File: config.mk
export PLATFORM = sky130hd
export DESIGN_NAME = matrix_window_ctrl
export DESIGN_NICKNAME = d
export VERILOG_FILES = /design/src/rtl/canny_pkg.sv /design/src/rtl/sig_delay.sv /design/src/rtl/matrix_window_ctrl.sv
export SDC_FILE = /design/constraint.sdc
export NUM_CORES = 1
export LEC_CHECK = 0
export ABC_AREA = 1
export CAP_MARGIN = 20
export CORE_ASPECT_RATIO = 2
export CORE_MARGIN = 1
export CORE_UTILIZATION = 40
export CTS_CLUSTER_DIAMETER = 100
export DETAILED_ROUTE_END_ITERATION = 10
export HOLD_SLACK_MARGIN = 0.08
export REMOVE_ABC_BUFFERS = 1
export SYNTH_ARGS = -nofsm -noshare
export SYNTH_HDL_FRONTEND = slang
export SYNTH_SLANG_ARGS = --single-unit
File: constraint.sdc
create_clock -name clk -period 2.2 [get_ports clk]
set_input_delay 0.66 -clock clk [delete_from_list [all_inputs] [get_ports clk]]
set_output_delay 0.66 -clock clk [all_outputs]
set_load 0.01 [all_outputs]
File: src/rtl/canny_pkg.sv
// Shared types and width helpers for the Canny front-end blocks.
package canny_pkg;

    typedef enum logic [2:0] {
        IDLE,
        ACTIVE,
        GAP,
        FLUSH,
        DONE
    } state_t;

    // Bits needed to index 0..n-1.
    function automatic int idx_w(input int n);
        return (n > 1) ? $clog2(n) : 1;
    endfunction

    // Bits needed to count 0..n inclusive.
    function automatic int cnt_w(input int n);
        return $clog2(n + 1);
    endfunction

endpackage

File: src/rtl/sig_delay.sv
// Fixed-depth register pipeline with asynchronous active-low reset.
module sig_delay #(
    parameter int WIDTH = 1,
    parameter int DEPTH = 1
) (
    input  logic             clk,
    input  logic             rst_n,
    input  logic [WIDTH-1:0] din,
    output logic [WIDTH-1:0] dout
);

    genvar gi;
    generate
        for (gi = 0; gi < DEPTH; gi++) begin : g_stage
            logic [WIDTH-1:0] q_reg;
            if (gi == 0) begin : g_first
                always_ff @(posedge clk or negedge rst_n) begin
                    if (!rst_n) q_reg <= '0;
                    else        q_reg <= din;
                end
            end else begin : g_next
                always_ff @(posedge clk or negedge rst_n) begin
                    if (!rst_n) q_reg <= '0;
                    else        q_reg <= g_stage[gi-1].q_reg;
                end
            end
        end
    endgenerate

    assign dout = g_stage[DEPTH-1].q_reg;

endmodule

File: src/rtl/matrix_window_ctrl.sv
// Frame sequencer in front of the 3x3 generator: forwards pixels, injects a padding
// line after the last row, and emits window-centre coordinates aligned with the matrix.
module matrix_window_ctrl
    import canny_pkg::*;
#(
    parameter int                    DATA_WIDTH = 8,
    parameter int                    IMG_WIDTH  = 640,
    parameter int                    IMG_HEIGHT = 480,
    parameter logic [DATA_WIDTH-1:0] PAD_VALUE  = '0,
    parameter int                    FLUSH_GAP  = 16
) (
    input  logic                         clk,
    input  logic                         rst_n,
    input  logic                         in_vsync,
    input  logic                         in_href,
    input  logic                         in_clken,
    input  logic [DATA_WIDTH-1:0]        in_y,
    output logic                         out_vsync,
    output logic                         out_href,
    output logic                         out_clken,
    output logic [DATA_WIDTH-1:0]        out_y,
    output logic                         win_valid,
    output logic                         win_edge,
    output logic [idx_w(IMG_HEIGHT)-1:0] cen_row,
    output logic [idx_w(IMG_WIDTH)-1:0]  cen_col,
    output logic                         busy,
    output logic                         frame_done,
    output logic                         err_ovf
);

    localparam int CW = cnt_w(IMG_WIDTH);
    localparam int RW = cnt_w(IMG_HEIGHT);
    localparam int XW = idx_w(IMG_WIDTH);
    localparam int YW = idx_w(IMG_HEIGHT);
    localparam int GW = cnt_w(FLUSH_GAP);

    state_t                state_reg, state_next;
    logic [CW-1:0]         col_reg, col_next;
    logic [RW-1:0]         row_reg, row_next, row_inc;
    logic [GW-1:0]         gap_reg, gap_next;
    logic [XW-1:0]         fcnt_reg, fcnt_next;
    logic                  vsync_d_reg, href_d_reg;
    logic                  err_reg, err_next;
    logic                  ovs_reg, ovs_next, ohref_reg, ohref_next, oclk_reg, oclk_next;
    logic [DATA_WIDTH-1:0] oy_reg, oy_next;
    logic [RW-1:0]         pix_row_reg, pix_row_next;
    logic [XW-1:0]         pix_col_reg, pix_col_next;
    logic                  done_reg;
    logic                  vs_rise, vs_fall, href_fall, last_line, ovf_pix;

    assign vs_rise   = in_vsync & ~vsync_d_reg;
    assign vs_fall   = ~in_vsync & vsync_d_reg;
    assign href_fall = ~in_href & href_d_reg;
    assign row_inc   = row_reg + RW'(1);
    assign last_line = href_fall && (row_inc == RW'(IMG_HEIGHT));
    assign ovf_pix   = in_clken && (col_reg == CW'(IMG_WIDTH));

    always_ff @(posedge clk or negedge rst_n) begin
        if (!rst_n) state_reg <= IDLE;
        else        state_reg <= state_next;
    end

    always_comb begin
        state_next = state_reg;
        case (state_reg)
            IDLE:    if (vs_rise) state_next = ACTIVE;
            ACTIVE:  if (last_line || vs_fall) state_next = GAP;
            GAP:     if (gap_reg == GW'(FLUSH_GAP - 1)) state_next = FLUSH;
            FLUSH:   if (fcnt_reg == XW'(IMG_WIDTH - 1)) state_next = DONE;
            DONE:    state_next = IDLE;
            default: state_next = IDLE;
        endcase
    end

    always_comb begin
        col_next     = col_reg;
        row_next     = row_reg;
        gap_next     = gap_reg;
        fcnt_next    = fcnt_reg;
        err_next     = err_reg;
        ovs_next     = 1'b0;
        ohref_next   = 1'b0;
        oclk_next    = 1'b0;
        oy_next      = '0;
        pix_row_next = '0;
        pix_col_next = '0;
        case (state_reg)
            IDLE: begin
                if (vs_rise) begin
                    col_next  = '0;
                    row_next  = '0;
                    gap_next  = '0;
                    fcnt_next = '0;
                    err_next  = 1'b0;
                end
            end
            ACTIVE: begin
                ovs_next     = in_vsync;
                ohref_next   = in_href;
                oclk_next    = in_clken & ~ovf_pix;
                oy_next      = in_y;
                pix_row_next = row_reg;
                pix_col_next = col_reg[XW-1:0];
                if (ovf_pix) err_next = 1'b1;
                if (in_clken && in_href && col_reg != CW'(IMG_WIDTH)) col_next = col_reg + CW'(1);
                if (href_fall) begin
                    row_next = row_inc;
                    col_next = '0;
                end
                // A vsync drop that coincides with the final line ending is a complete frame.
                if (vs_fall && !last_line) err_next = 1'b1;
            end
            GAP: begin
                ovs_next = 1'b1;
                gap_next = gap_reg + GW'(1);
                if (in_href) err_next = 1'b1;
            end
            FLUSH: begin
                ovs_next     = 1'b1;
                ohref_next   = 1'b1;
                oclk_next    = 1'b1;
                oy_next      = PAD_VALUE;
                pix_row_next = RW'(IMG_HEIGHT);
                pix_col_next = fcnt_reg;
                fcnt_next    = fcnt_reg + XW'(1);
                if (in_href) err_next = 1'b1;
            end
            default: ;
        endcase
    end

    always_ff @(posedge clk or negedge rst_n) begin
        if (!rst_n) begin
            col_reg     <= '0;
            row_reg     <= '0;
            gap_reg     <= '0;
            fcnt_reg    <= '0;
            vsync_d_reg <= 1'b0;
            href_d_reg  <= 1'b0;
            err_reg     <= 1'b0;
            ovs_reg     <= 1'b0;
            ohref_reg   <= 1'b0;
            oclk_reg    <= 1'b0;
            oy_reg      <= '0;
            pix_row_reg <= '0;
            pix_col_reg <= '0;
            done_reg    <= 1'b0;
        end else begin
            col_reg     <= col_next;
            row_reg     <= row_next;
            gap_reg     <= gap_next;
            fcnt_reg    <= fcnt_next;
            vsync_d_reg <= in_vsync;
            href_d_reg  <= in_href;
            err_reg     <= err_next;
            ovs_reg     <= ovs_next;
            ohref_reg   <= ohref_next;
            oclk_reg    <= oclk_next;
            oy_reg      <= oy_next;
            pix_row_reg <= pix_row_next;
            pix_col_reg <= pix_col_next;
            done_reg    <= (state_reg == DONE);
        end
    end

    // The window centred one row up and one column left of the pixel now entering the generator.
    logic          pre_valid, pre_edge;
    logic [YW-1:0] pre_row;
    logic [XW-1:0] pre_col;

    always_comb begin
        pre_valid = oclk_reg && (pix_row_reg != '0) && (pix_col_reg != '0);
        pre_row   = '0;
        pre_col   = '0;
        pre_edge  = 1'b0;
        if (pre_valid) begin
            pre_row  = YW'(pix_row_reg - RW'(1));
            pre_col  = pix_col_reg - XW'(1);
            pre_edge = (pre_row == '0) || (pre_row == YW'(IMG_HEIGHT - 1)) ||
                       (pre_col == '0) || (pre_col == XW'(IMG_WIDTH - 2));
        end
    end

    logic [YW+XW+1:0] win_bus;

    sig_delay #(
        .WIDTH (YW + XW + 2),
        .DEPTH (2)
    ) u_win_delay (
        .clk   (clk),
        .rst_n (rst_n),
        .din   ({pre_valid, pre_edge, pre_row, pre_col}),
        .dout  (win_bus)
    );

    assign {win_valid, win_edge, cen_row, cen_col} = win_bus;

    assign out_vsync  = ovs_reg;
    assign out_href   = ohref_reg;
    assign out_clken  = oclk_reg;
    assign out_y      = oy_reg;
    assign busy       = (state_reg != IDLE);
    assign frame_done = done_reg;
    assign err_ovf    = err_reg;

endmodule
==> impl_metrics.ini <==
[detailed_routing]
route.met2.wl_um = 6510
drt-total-wl_um = 11300
wl_met3_um = 327
wire_per_inst_um = 14.0
drc_errors = 0
drt_iter0_markers = 195
dr.pass1.iters = 4
met1_length_um = 4070
vias = 4077
maxUsedRoutingLayer = met4
vias_per_cell = 5.03
postRouteAntennaNets = 0

[clocking]
root_buffer = clkbuf_16
clockBufferDepth = 2
path_clk_slew_ns = 0.05
insertion_delay_ns = 0.41
htree_levels = 4
tritoncts.num_buffers = 17
cts_sinks = 113
cts_tree = done
cts_hold_buf = 0

[cells_and_area]
drive_above_1_share_pct = 12.1
fin_nets = 676
n_antenna_cell = 0
area_growth_pct = 30.4

[synth]
synth_fa_ha_area_share_pct = 3.23
ys_ff_latch = 113
async_flop_share_pct = 100
synth-xor-area-share_pct = 1.22
synth_top_family_by_area = simple AND/OR/NAND/NOR gates
synth_mux_area_share_pct = 0
ys_warn_count = 0
ys.flop_type = dfrtp_1
synth_compound_area_share_pct = 8.69
syn_area_mm2 = 0.00504
yosysSeqAreaShare_pct = 56.1
synth_edf_count = 0
syn_inst = 567
avgSynthCellArea_um2 = 8.89
synthDistinctLibCells = 37
synth_simple_gate_area_share_pct = 22.8

[global_routing]
track_usage_pct = 20.0
grt_max_degree = 42
antenna_found_initial = 0
grt_pass1_vias = 4274
grt.overflow.total = 0
grt_pass1_wl_um = 19600

[sta]
finalSetupViolations = 0
slew_viol_final = 0
fin_skew_ns = 0.00810
layout_setup_ws_ns = 0.207
min_period_over_period_pct = 90.6
hold_viol_final = 0
fmax_mhz = 502
rsz0062_at_grt = no
tightest_slew_ns = 0.661
relSlewSlack_pct = 55.5
period_minus_slack_ns = 1.99

[worst_setup_path]
crit_buf_inv = 1
crit_required_ns = 1.54
criticalPathCategory = register to output port
crit_path_top_delay_cell = dfrtp_1
crit_path_cell_trace = nor2_4, nand2_4, dlygate4sd2_1
cp.arrival_ns = 1.33
critPathTopFamily = flip-flops
endpoint_kind = output port
slowest_delay_ns = 0.41
cp-start-kind = register
critPathMaxFanout = 2

[floorplan]
dieArea_mm2 = 0.0131
die_height_um = 161
placementRows = 57
core_mm2 = 0.0122
die_w_um = 81.4
initial_utilization_pct = 41.3
ios = 48

[power]
p_int_uw = 6020
switching_power_uw = 3140
ir_drop_uv = 836
pwr-share-clk_pct = 34.2
p_sw_share_pct = 34.3
leakagePower_uw = 0.00327
seqPwrFrac_pct = 31.2
p_comb_share_pct = 34.6
finalPower_uw = 9160
p_per_area_mw_per_mm2 = 1390

[place]
io_buffers = 47
dp_hpwl_um = 8510
dpl_worst_slack_ns = -0.104
gp_congestion = 0.887

[worst_hold_path]
min_path_type = primary input to asynchronous set/reset pin

[flow_run]
maxCapViolations = 0

[run_status]
status = completed
final timing paths:
| kind | slack [ns] | start | cells past startpoint | end |
|---|---|---|---|---|
| max in group asynchronous | 1.34 | rst_n | 2 | fcnt_reg[9] |
| max | 0.21 | state_reg[2] | 3 | busy |
| min | 0.23 | rst_n | 1 | pix_row_reg[3] |
| max reg2reg | 0.30 | col_reg[0] | 7 | col_reg[8] |
| min in group clk | 0.34 | u_win_delay.g_stage[0].q_reg[6] | 0 | u_win_delay.dout[6] |
| min reg2reg | 0.34 | u_win_delay.g_stage[0].q_reg[6] | 0 | u_win_delay.dout[6] |
power groups by stage:
stage,clock network (uW),registers [uW],logic [uW]
2_1_floorplan,0,2950,1720
3_3_place_gp,0,2880,3030
3_5_place_dp,0,2910,3110
4_1_cts,3200,2860,3180
5_1_grt,3300,2930,3570
6_report,3140,2850,3170
Yosys cell counts (3+ instances only):
master / instances / area share [%]
a21oi_1: 17 / 1.7
buf_2: 5 / 0.50
dfrtp_1: 113 / 56
ha_1: 13 / 3.2
inv_1: 89 / 6.6
inv_2: 6 / 0.45
nand2_1: 95 / 7.1
nand2_4: 3 / 0.67
nand3_1: 42 / 4.2
nand3_2: 3 / 0.60
nand4_1: 15 / 1.9
nor2_1: 84 / 6.3
nor3_1: 4 / 0.40
nor4_1: 3 / 0.37
o211ai_1: 3 / 0.45
o21ai_0: 25 / 2.5
o22ai_1: 20 / 2.5
xor2_1: 5 / 0.87
stage by stage:
step | TNS (ns) | hold slack [ns] | cells | cell area (um2) | util, %
floorplan | 0 | 0.331 | 559 | 5000 | -
global placement | 0 | 0.331 | 775 | 5860 | 48.1
detailed placement | -0.218 | 0.335 | 775 | 5860 | 48.1
CTS | 0 | 0.249 | 810 | 6570 | 53.9
global route | 0 | 0.273 | 810 | 6570 | 53.9
finish | 0 | 0.231 | 810 | 6570 | 53.9
worst reg2reg max path, delay by kind of cell, from the launching register on:
family          cells  cell delay, ns
simple gates        4            0.69
flops               1            0.52
fa+ha+maj           1            0.28
xor+xnor            1            0.18
compound gates      1            0.11
cell families (layout without fill, tap and decap cells):
logic type,Yosys count,after routing
AOI/OAI and AO/OA,74,74
DFF,113,113
buffers and inverters,103,199
xor gates and xnor gates,7,7
and+or+nand+nor,257,257
adders and majority gates,13,13
metal layers:
metal  GRT usage, %  up-vias
li1               -     1991
met1           19.6     1950
met2           36.0      104
met3           4.94       32
met4           11.6        0
met5              0        -
final cells by class:
type	instances	area [um2]
timing repair buffer	72	704
inverter	95	359
multi-input combinational	351	1810
fill	1099	5630
clock buffer	17	425
clock inverter	15	255
tap	147	184
sequential	113	2830
cell usage in the layout, fill, tap and decap left out, types with 3 or more instances in the layout:
master           Yosys  routed
dfrtp_1            113     111
nand2_1             95      95
inv_1               89      89
nor2_1              84      84
clkdlybuf4s50_1      0      45
nand3_1             42      42
o21ai_0             25      25
buf_4                0      22
o22ai_1             20      20
a21oi_1             17      17
clkbuf_16            0      17
nand4_1             15      15
ha_1                13      13
bufinv_16            0       6
inv_2                6       5
xor2_1               5       5
nor3_1               4       4
inv_6                0       4
buf_12               0       4
nand2_4              3       3
o211ai_1             3       3
nor4_1               3       3
nand3_2              3       3
clkinvlp_4           0       3
what timing repair did:
action,4_1_cts,5_1_grt
gates resized for setup,4,0
buffers inserted,3,0
endpoints found under the setup margin,1,0
hold endpoints to repair,0,0
Note: power is estimated with default switching activity, not from simulation.
